==> config.mk <==
export PLATFORM = sky130hd
export DESIGN_NAME = tt_sweep_ctrl
export DESIGN_NICKNAME = d
export VERILOG_FILES = /design/src/rtl/tt_sweep_ctrl.sv
export SDC_FILE = /design/constraint.sdc
export NUM_CORES = 1
export LEC_CHECK = 0
export CAP_MARGIN = 0
export CORE_MARGIN = 5
export CORE_UTILIZATION = 55
export CTS_BUF_LIST = sky130_fd_sc_hd__clkbuf_8
export DETAILED_ROUTE_END_ITERATION = 16
export GPL_TIMING_DRIVEN = 1
export MAX_ROUTING_LAYER = met4
export PLACE_DENSITY = 0.86
export REMOVE_ABC_BUFFERS = 1
export SLEW_MARGIN = 30
export SYNTH_ARGS = -nofsm -noshare
export SYNTH_HDL_FRONTEND = slang
export SYNTH_SLANG_ARGS = --single-unit
==> constraint.sdc <==
create_clock -name clk -period 3.3 [get_ports clk]
set_input_delay 0.66 -clock clk [delete_from_list [all_inputs] [get_ports clk]]
set_output_delay 0.66 -clock clk [all_outputs]
set_load 0.05 [all_outputs]
==> src/rtl/tt_sweep_ctrl.sv <==
// tt_sweep_ctrl: exhaustive vector sweep of a small combinational unit.
// Each vector is driven, held for SETTLE cycles, then sampled once into
// a truth-table register. The first mismatching index is recorded, and the
// end of the scan is marked by a one-cycle done pulse with match status.
module tt_sweep_ctrl #(
    parameter int unsigned N_IN   = 3,
    parameter int unsigned SETTLE = 2
) (
    input  logic                 clk,
    input  logic                 rst,
    input  logic                 start,
    input  logic [2**N_IN-1:0]   exp_table,
    input  logic                 dut_res,
    output logic [N_IN-1:0]      dut_in,
    output logic                 busy,
    output logic                 done,
    output logic [2**N_IN-1:0]   table_out,
    output logic                 match,
    output logic [N_IN-1:0]      fail_idx
);

    localparam int unsigned CW = 4;

    typedef enum logic [1:0] {
        S_IDLE,
        S_SETTLE,
        S_SAMPLE,
        S_DONE
    } state_t;

    state_t          state;
    logic [N_IN-1:0] idx;
    logic [CW-1:0]   cnt;
    logic            fail_seen;
    logic            mismatch_c;
    logic            last_c;

    // Response disagrees with expectation for the vector currently sampled
    assign mismatch_c = (dut_res != exp_table[idx]);
    assign last_c     = (idx == {N_IN{1'b1}});

    // Sweep sequencer with registered outputs
    always_ff @(posedge clk) begin
        if (rst) begin
            state     <= S_IDLE;
            idx       <= '0;
            cnt       <= '0;
            fail_seen <= 1'b0;
            dut_in    <= '0;
            busy      <= 1'b0;
            done      <= 1'b0;
            table_out <= '0;
            match     <= 1'b0;
            fail_idx  <= '0;
        end else begin
            done <= 1'b0;
            case (state)
                S_IDLE: begin
                    if (start) begin
                        state     <= S_SETTLE;
                        idx       <= '0;
                        dut_in    <= '0;
                        cnt       <= CW'(SETTLE - 1);
                        table_out <= '0;
                        match     <= 1'b0;
                        fail_idx  <= '0;
                        fail_seen <= 1'b0;
                        busy      <= 1'b1;
                    end
                end
                S_SETTLE: begin
                    if (cnt == '0) begin
                        state <= S_SAMPLE;
                    end else begin
                        cnt <= cnt - CW'(1);
                    end
                end
                S_SAMPLE: begin
                    table_out[idx] <= dut_res;
                    if (mismatch_c && !fail_seen) begin
                        fail_idx  <= idx;
                        fail_seen <= 1'b1;
                    end
                    if (last_c) begin
                        // match reflects any mismatch seen, including this last vector
                        state <= S_DONE;
                        done  <= 1'b1;
                        match <= !(fail_seen || mismatch_c);
                    end else begin
                        state  <= S_SETTLE;
                        idx    <= idx + N_IN'(1);
                        dut_in <= idx + N_IN'(1);
                        cnt    <= CW'(SETTLE - 1);
                    end
                end
                S_DONE: begin
                    state <= S_IDLE;
                    busy  <= 1'b0;
                end
                default: begin
                    state <= S_IDLE;
                    busy  <= 1'b0;
                end
            endcase
        end
    end

endmodule
**After elaboration in Yosys (flattened, before gate mapping)**

Cells that the tools add are included.

- Register bits: 24
- Bits of input ports: 12
- Output and inout port bits: 17
- Word-level logic and storage cells: 71

- Add/subtract/negate cells: 2
- Magnitude comparators: 2
- Equal/unequal tests: 11
- Mux-type cells: 28
- Bitwise logic cells: 1
- Reductions and logical operators: 18

Operator list:

| operator | number |
|---|---|
| one-hot mux 8 bit (2 select lines) | 1 |
| 2-to-1 mux 4 bit | 3 |
| != test 2 bit (second input constant) | 6 |
| one-hot mux 3 bit (2 select lines) | 2 |
| one-hot mux 4 bit (3 select lines) | 1 |
| 2-to-1 mux 3 bit | 3 |
| AND reduction 3 bit | 3 |
| bitwise mux 8 bit | 1 |
| 2-to-1 mux 8 bit | 1 |
| one-hot mux 2 bit (4 select lines) | 1 |
| 2-to-1 mux 1 bit | 7 |
| 2-to-1 mux 2 bit | 3 |
| one-hot mux 1 bit (2 select lines) | 3 |
| AND reduction 2 bit | 3 |
| == test 2 bit (second input constant) | 2 |
| logical NOT 4 bit | 1 |
| less-than comparator 3 x 4 -> 1 bit (second input constant) | 1 |
| AND reduction 4 bit | 1 |
| nonzero test 2 bit | 2 |
| subtractor 4 x 1 -> 4 bit (second input constant) | 1 |
| adder 3 x 1 -> 3 bit (second input constant) | 1 |
| binary-select mux 1 bit (select 3 bit) | 1 |
| demux 1 bit (select 3 bit) | 1 |
| == test 3 bit (second input constant) | 1 |
| 10 further kinds | 12 |

**Longest topological paths before layout**

Gate-level depths: netlist (run 1).

- Depth in word-level cells: 7
- Mapped depth: 6
- Gate-level depth less buffers: 6

**Worst setup path after synthesis (run 1)**

OpenSTA, ideal clock, no wires.

- Path kind: reg2reg
- From: reg idx[0]
- To: reg fail_seen
- Library setup time: 115 ps
- Arrival time: 1937 ps
- Required time: 3185 ps
- Slack: 1248 ps
- Stages on the path, launching flop included: 6
- Buffers on the path: 1
- Period minus slack after synthesis: 2052 ps
- Path through: dfxtp_1 -> buf_6 -> mux2i_1 -> mux4_2 -> mux2_4 -> o21ba_1

- Cells in the longest elaborated chain, start to end: 6

RTL lines:

| what | line | text |
|---|---|---|
| start, declared | 32 | `logic [N_IN-1:0] idx;` |
| start signal, assigned | 91 | `idx <= idx + N_IN'(1);` |
| binary-select mux 1 bit (select 3 bit) | 39 | `assign mismatch_c = (dut_res != exp_table[idx]);` |
| 2-to-1 mux 1 bit (not written as such) | 39 |  |
| != test 1 bit | 39 |  |
| logical AND 1 bit | 80 | `if (mismatch_c && !fail_seen) begin` |
| != test 2 bit (no line) | - |  |
| AND reduction 3 bit (no line) | - |  |
| end signal, assigned | 48 | `fail_seen <= 1'b0;` |
| end signal, assigned | 67 | `fail_seen <= 1'b0;` |
| end signal, assigned | 82 | `fail_seen <= 1'b1;` |
| end, declared | 34 | `logic fail_seen;` |

Every way passes these cells. The select of a mux whose other input is x is not followed.
A chain may end at the register's enable or synchronous reset.

==> results.toml, run 1 <==
[floorplan]
die_h_um = 58.22
dieArea_um2 = 3389
io_pins = 29
dieWidth_um = 58.22
start_util_pct = 57.81
core.rowCount = 17
fp.coreArea_um2 = 2212

[global_routing]
grt_start_max_net_pins = 16
antenna_found_initial = 0
grt_overflow_total = 0
grt_pass1_vias = 1172
grt_first_pass_wirelength_um = 5299
groute.usage.overall_pct = 20.23

[worst_setup_path]
worst-path-buf-inv = 1
crit_slowest_cell = "clkdlybuf4s50_1"
r2r-end = "idx[1]"
cp.depth = 1
cp-start-kind = "flip-flop"
r2r_start = "idx[0]"
critPathMaxFanout = 15
cp.arrival_ps = 1810
rrSetupSlack_ps = 1270
cpLargestDelayFamily = "buffers and inverters"
slowest_delay_ps = 900
worstPathRequired_ps = 2640
crit_path_end_kind = "output pin"
worst-setup-path-type = "flip-flop to output pin"
cp_cell_sequence = "clkdlybuf4s50_1"
r2r_cells = 6

[timing]
rsz0062_at_grt = "false"
slew_headroom_pct = 63.79
finalMaxSlewViolations = 0
final-setup-viol-count = 0
max_freq_mhz = 404.6
setup_tns_ps = 0
timing.final.hold_violations = 0
tightest_slew_ps = 541.5
fin_crit_ps = 2472
min_period_over_period_pct = 74.90
skew_ps = 2.155

[pwr]
cellPowerDensity_nw_per_um2 = 401.5
p_leak_nw = 0.5740
ir_worst_vdd_mv = 0.3494

[worst_hold_path]
hold_depth = 2
hold_class = "flip-flop to flip-flop"
min_from = "cnt[3]"
holdPathEnd = "cnt[3]"

[cts]
hold_buffers = 0
cts_num_sinks = 24
cts_resized = 0
clk_pin_slew_ps = 80
cts_inserted_buffers = 3
ctsRootBufferMaster = "clkbuf_8"
clk_latency_ps = 260
cts_tree = "yes"
cts_max_level = 1
cts_setup_buffers = 0
clk_path_buf_depth = 2

[yosys]
yosysWarnings = 0
yosysTopAreaCell = "dfxtp_1"
ys.flop_type = "dfxtp_1"
ys_ff_latch = 24
ys_top_cells_by_count = "dfxtp_1, a21oi_1, mux2i_1, nor2_1, nand2b_1"
synthTopCellsByArea = "dfxtp_1, mux2i_1, nand2b_1, a21oi_1, ha_1"
synth.top_cell.area_share_pct = 37.57
synth_most_common_cell = "dfxtp_1"
synth.avg_cell_area_um2 = 8.819
synthArstFlopShare_pct = 0
synth_edf_count = 0
syn_inst = 145
synth.distinct_cells = 36
seq_area_frac_synth_pct = 37.57
mappedNetlistArea_um2 = 1279

[finish]
fin_nets = 186
diodes = 0
multi_input_comb_area_um2 = 742.0
ff_latch_area_um2 = 480.5
fin_area_um2 = 1619
layout-drive-gt1-share_pct = 5.325
fillCellCount = 184
area_growth_pct = 26.61

[detailed_routing]
antenna_left = 0
first_pass_iters = 4
drt_wl_total_um = 3017
highest_layer = "met4"
wl_met1_um = 1320
wl_met3_um = 175
first_iter_violations = 30
vias = 1165
wl_per_cell_um = 15.31
met2WireLength_um = 1498
route.detailed.drc = 0
via_per_inst = 5.914

[job]
max_cap_violations = 0

[place]
place_congestion = 0.7865
hpwl_um = 2278
dpl_cell_area_um2 = 1564
io_buffers = 28

[outcome]
status = "complete, no violations"
## cells in the final DEF (no fill, tap or decap), drive strengths merged, types with 6 or more instances in the layout
cell type	instances
mux2i	11
nor2b	6
nand2b	10
nand3	8
a21oi	12
clkdlybuf4s50	28
dfxtp	24
o211ai	6
nor2	11
## where the power goes
part / internal, W / leakage (nW) / switching (W)
sequential: 0.000303 / 0.195 / 0.0000182
clock: 0.000106 / 0.0288 / 0.0000928
combinational: 0.0000593 / 0.351 / 0.0000708
## cell type report
class / instances / share of cell area (%)
timing repair buffer: 30 / 18.24
clock buffer: 4 / 3.400
tap: 28 / 2.164
multi-input combinational: 108 / 45.83
inverter: 3 / 0.6955
sequential: 24 / 29.68
## cells by family after synthesis
group / Yosys count / synth area share [%]
adder cells (fa/ha/maj): 4 / 3.914
flip-flops: 24 / 37.57
AND/OR/NAND/NOR: 59 / 25.73
buffers and inverters: 13 / 4.403
AO/OA/AOI/OAI: 31 / 16.15
multiplexers: 13 / 11.55
XOR/XNOR: 1 / 0.6851
## per-layer routing
metal | track usage [%] | vias up
met2 | 33.06 | 42
met4 | 5.629 | 0
met5 | - | -
met3 | 3.118 | 4
met1 | 25.81 | 553
li1 | - | 566
## worst max-delay path by stage
stage	startpoint	to	slack (ps)
final	idx[2]	dut_in[2]	830
after global placement	exp_table[7]	fail_seen	960
after detailed placement	exp_table[2]	fail_seen	910
after CTS	idx[2]	dut_in[2]	820
after global routing	idx[0]	dut_in[0]	730
after floorplan	idx[0]	fail_seen	1180
## state kept, by name (all words and copies together) (netlist names)
signal / cells
cnt: 4
busy: 1
idx: 3
state: 2
table_out: 8
done: 1
match: 1
fail_seen: 1
fail_idx: 3
## stage by stage
step | power (W) | setup WS, ps | util (%) | std cells | hold WS (ps)
after global routing | 0.0006811 | 730.8 | 73.19 | 197 | 507.1
after floorplan | 0.0004090 | 1175 | - | 135 | 442.6
final | 0.0006501 | 828.2 | 73.19 | 197 | 479.4
after global placement | 0.0004475 | 958.8 | 70.70 | 193 | 456.2
after CTS | 0.0006503 | 817.8 | 73.19 | 197 | 479.0
after detailed placement | 0.0004550 | 908.3 | 70.70 | 193 | 465.5
Power figures use the tool's default switching activity.
==> run 2, diff against run 1 <==
--- a/config.mk
+++ b/config.mk
@@ -7,12 +7,12 @@
 export LEC_CHECK = 0
 export CAP_MARGIN = 0
 export CORE_MARGIN = 5
-export CORE_UTILIZATION = 55
+export CORE_UTILIZATION = 51
 export CTS_BUF_LIST = sky130_fd_sc_hd__clkbuf_8
 export DETAILED_ROUTE_END_ITERATION = 16
 export GPL_TIMING_DRIVEN = 1
 export MAX_ROUTING_LAYER = met4
-export PLACE_DENSITY = 0.86
+export PLACE_DENSITY = 0.81
 export REMOVE_ABC_BUFFERS = 1
 export SLEW_MARGIN = 30
 export SYNTH_ARGS = -nofsm -noshare
==> constraint.sdc (replaced) <==
create_clock -name clk -period 2.4 [get_ports clk]
set_input_delay 0.48 -clock clk [delete_from_list [all_inputs] [get_ports clk]]
set_output_delay 0.48 -clock clk [all_outputs]
set_load 0.05 [all_outputs]
==> results.toml, run 2 (synthesis gave the netlist of run 1 again) <==
[outcome]
status = "complete, no violations"

[worst_setup_path]
slowest_delay_ps = 900
worstPathRequired_ps = 1920
r2r_cells = 6
worst-setup-path-type = "flip-flop to output pin"
cpLargestDelayFamily = "buffers and inverters"
cp_cell_sequence = "clkdlybuf4s50_1"
crit_path_end_kind = "output pin"
worst-path-buf-inv = 1
crit_slowest_cell = "clkdlybuf4s50_1"
cp.depth = 1
cp-start-kind = "flip-flop"
cp.arrival_ps = 1820
critPathMaxFanout = 12

[timing]
skew_ps = 2.174
rsz0062_at_grt = "false"
slew_headroom_pct = 65.05
setup_ws_ps = 99.38
fin_crit_ps = 2301
timing.final.hold_violations = 0
finalMaxSlewViolations = 0
max_freq_mhz = 434.7
final-setup-viol-count = 0
min_period_over_period_pct = 95.86
setup_tns_ps = 0
tightest_slew_ps = 523.1

[finish]
diodes = 0
area_growth_pct = 26.32
regMostFlops = "table_out"
layout-drive-gt1-share_pct = 5.325
final_cell_mix = "clkdlybuf4s50_1, dfxtp_1, a21oi_1"
fin_nets = 187
final_common_cell = "clkdlybuf4s50_1"
largest_reg_flops = 8
top_regs = "table_out x8, cnt x4"

[detailed_routing]
route.detailed.drc = 0
vias = 1152
antenna_left = 0
via_per_inst = 5.789
first_pass_iters = 4
drt_wl_total_um = 3131
first_iter_violations = 26
wl_per_cell_um = 15.73

[pwr]
p_int_w = 0.0006100
seq_power_share_pct = 51.4
sw_frac_of_total_pct = 28.99
p_leak_nw = 0.5723
switchingPower_w = 0.0002491
ir_worst_vdd_mv = 0.3568
cellPowerDensity_nw_per_um2 = 531.9
pwr-share-comb_pct = 20.6
clockPowerShare_pct = 28.0

[global_routing]
grt_start_max_net_pins = 15
grt_overflow_total = 0
antenna_found_initial = 0
grt_pass1_vias = 1088
grt_first_pass_wirelength_um = 5092
groute.usage.overall_pct = 19.43

[worst_hold_path]
hold_depth = 2
hold_class = "flip-flop to flip-flop"

[cts]
cts_num_sinks = 24
cts_inserted_buffers = 3
clk_latency_ps = 270
cts_resized = 0
cts_max_level = 1
hold_buffers = 0
ctsRootBufferMaster = "clkbuf_8"
cts_tree = "yes"
clk_path_buf_depth = 2
clk_pin_slew_ps = 80
cts_setup_buffers = 0

[place]
hpwl_um = 2260
pre_cts_slack_ps = 200.0
io_buffers = 28
place_congestion = 0.7971

[job]
max_cap_violations = 0

[floorplan]
core.rowCount = 18
io_pins = 29
die_h_um = 60.08
dieArea_um2 = 3609
fp.coreArea_um2 = 2432
start_util_pct = 52.57
dieWidth_um = 60.08
[run 2: cell count changes in the layout (fill, tap and decap cells not counted)]
| cell | before | now |
|---|---|---|
| clkbuf_8 | 4 | 3 |
| buf_4 | 2 | 3 |
[run 2: worst paths after layout]
check             slack (ps)   endpoint    from
hold reg to reg          490     cnt[3]  cnt[3]
hold / removal           490     cnt[3]  cnt[3]
setup / recovery         100  dut_in[0]  idx[0]
setup reg to reg         380     cnt[3]  idx[0]
[run 2: routing by layer]
layer / share of wire (%) / track usage, %
met4: 1.3 / 7.595
met3: 5.3 / 2.808
met2: 49 / 31.17
met1: 44 / 24.47
met5: 0 / -
[run 2: cell type report]
| cell class | instances | area (µm²) |
|---|---|---|
| flip-flops and latches | 24 | 480.5 |
| inverters | 3 | 11.26 |
| fillers | 203 | 817.0 |
| clock buffers | 3 | 41.29 |
| repair buffers | 31 | 302.8 |
| multi-input cells | 108 | 742.0 |
| well taps | 30 | 37.54 |
[run 2: per-stage QoR]
stage / util [%] / total power [W] / hold WS [ps] / std cells / area, µm²
final: 66.41 / 0.0008591 / 491.6 / 199 / 1615
after global routing: 66.41 / 0.0008989 / 514.4 / 199 / 1615
after CTS: 66.41 / 0.0008615 / 489.3 / 199 / 1615
after detailed placement: 64.71 / 0.0006255 / 475.8 / 196 / 1574
after global placement: 64.71 / 0.0006183 / 458.6 / 196 / 1574
after floorplan: - / 0.0005623 / 442.6 / 135 / 1234
[run 2: power by group through the flow]
stage	Clock (W)	Combinational, W	Sequential (W)
2_1_floorplan	0	0.000104	0.000458
3_3_place_gp	0	0.000170	0.000448
3_5_place_dp	0	0.000176	0.000450
4_1_cts	0.000244	0.000177	0.000441
5_1_grt	0.000258	0.000195	0.000446
6_report	0.000240	0.000177	0.000442
==> run 3, diff against run 2 <==
--- a/config.mk
+++ b/config.mk
@@ -5,7 +5,7 @@
 export SDC_FILE = /design/constraint.sdc
 export NUM_CORES = 1
 export LEC_CHECK = 0
-export CAP_MARGIN = 0
+export CAP_MARGIN = 20
 export CORE_MARGIN = 5
 export CORE_UTILIZATION = 51
 export CTS_BUF_LIST = sky130_fd_sc_hd__clkbuf_8
@@ -14,6 +14,7 @@
 export MAX_ROUTING_LAYER = met4
 export PLACE_DENSITY = 0.81
 export REMOVE_ABC_BUFFERS = 1
+export SETUP_SLACK_MARGIN = 0.4
 export SLEW_MARGIN = 30
 export SYNTH_ARGS = -nofsm -noshare
 export SYNTH_HDL_FRONTEND = slang
==> results.toml, run 3 (synthesis gave the netlist of run 1 again) <==
[outcome]
status = "complete, no violations"

[floorplan]
die_h_um = 60.08
start_util_pct = 52.57
io_pins = 29
core.rowCount = 18
dieWidth_um = 60.08
dieArea_um2 = 3609
fp.coreArea_um2 = 2432

[timing]
fin_crit_ps = 1922
max_freq_mhz = 520.4
min_period_over_period_pct = 80.07
rsz0062_at_grt = "false"
final-setup-viol-count = 0
tightest_slew_ps = 505.7
setup_tns_ps = 0
fin_hold_ws_ps = 492.3
finalMaxSlewViolations = 0
slew_headroom_pct = 66.18
skew_ps = 2.749
timing.final.hold_violations = 0

[detailed_routing]
route.detailed.drc = 0
drt_wl_total_um = 3116
antenna_left = 0
wl_per_cell_um = 15.66
via_per_inst = 5.864
first_iter_violations = 24
first_pass_iters = 4
vias = 1167

[worst_hold_path]
hold_class = "flip-flop to flip-flop"
min_from = "cnt[3]"
holdPathEnd = "cnt[3]"
hold_depth = 2

[worst_setup_path]
r2r-end = "cnt[3]"
cp.arrival_ps = 1440
worst-path-buf-inv = 1
cpLargestDelayFamily = "buffers and inverters"
critPathMaxFanout = 3
cp_cell_sequence = "clkdlybuf4s50_1"
slowest_delay_ps = 810
worstPathRequired_ps = 1920
worst-setup-path-type = "flip-flop to output pin"
rrSetupSlack_ps = 580
cp-start-kind = "flip-flop"
r2r_start = "idx[0]"
startpoint = "busy"
crit_path_end_kind = "output pin"
r2r_cells = 6
crit_slowest_cell = "clkdlybuf4s50_1"

[cts]
cts_num_sinks = 24
hold_buffers = 0
cts_setup_buffers = 0
clk_pin_slew_ps = 80
cts_max_level = 1
cts_tree = "yes"
ctsRootBufferMaster = "clkbuf_8"
clk_path_buf_depth = 2
clk_latency_ps = 270
cts_inserted_buffers = 3

[finish]
top_regs = "table_out x8, cnt x4"
largest_reg_flops = 8
final_cell_mix = "clkdlybuf4s50_1, dfxtp_1, a21oi_1"
diodes = 0
fillCellCount = 202
fin_nets = 187
layout-drive-gt1-share_pct = 6.509
final_common_cell = "clkdlybuf4s50_1"
area_growth_pct = 26.81
regMostFlops = "table_out"

[pwr]
cellPowerDensity_nw_per_um2 = 529.7
p_total_w = 0.0008589
p_leak_nw = 0.6046
ir_worst_vdd_mv = 0.3573

[global_routing]
antenna_found_initial = 0
grt_first_pass_wirelength_um = 5092
grt_overflow_total = 0
grt_start_max_net_pins = 15
groute.usage.overall_pct = 19.43
grt_pass1_vias = 1088

[place]
place_congestion = 0.7971
hpwl_um = 2260
io_buffers = 28

[job]
max_cap_violations = 0
==> run 3: changes by cell type in the layout (fill, tap and decap cells not counted), sizes merged <==
cell	change
dlymetal6s2s	+1
dlygate4sd2	+2
clkdlybuf4s50	-3
==> run 3: final cells by class <==
type	instances	area (µm²)	share of cell area (%)
sequential	24	481.7	29.71
inverter	3	11.26	0.6944
clock buffer	3	41.29	2.546
timing repair buffer	31	302.8	18.67
tap	30	37.54	2.315
multi-input combinational	108	747.0	46.06
==> run 3: worst register-to-register path: stages, from the launching register on <==
cell and delay, ps:
dfxtp_2 500, ha_1 200, ha_1 270, nor3b_2 110, nor3_1 420, nand2_1 120, mux2i_1 140
==> run 3: routing by layer <==
layer	track usage, %	vias up	share of wire (%)	wire length [µm]
li1	-	575	-	-
met1	24.47	549	43	1345
met2	31.17	39	50	1552
met3	2.808	4	5.6	176
met4	7.595	0	1.3	42
met5	-	-	0	0
==> run 3: power by group <==
part	switching, W	leakage (nW)	total [W]	internal, W
sequential	0.0000259	0.195	0.000442	0.000416
combinational	0.0000951	0.388	0.000176	0.0000813
clock	0.000128	0.0216	0.000241	0.000112
==> run 3: repair_timing <==
action / 4_1_cts / 5_1_grt
gates cloned: 0 / 0
resized for setup: 3 / 2
endpoints found under the setup margin: 4 / 6
==> run 3: worst max path at each step <==
stage | cells past startpoint | slack [ps] | to
after floorplan | 4 | 280 | fail_seen
after detailed placement | 5 | 200 | fail_seen
final | 1 | 480 | busy
after global routing | 6 | 410 | cnt[2]
after global placement | 5 | 230 | fail_seen
after CTS | 1 | 430 | dut_in[2]
==> run 3: metrics by stage <==
step           utilization, %  cells  area, µm²  setup slack, ps
2_1_floorplan               -    135       1234            275.5
3_3_place_gp            64.71    196       1574            226.5
3_5_place_dp            64.71    196       1574            200.0
4_1_cts                 66.36    199       1614            430.4
5_1_grt                 66.67    199       1622            405.5
6_report                66.67    199       1622            478.4
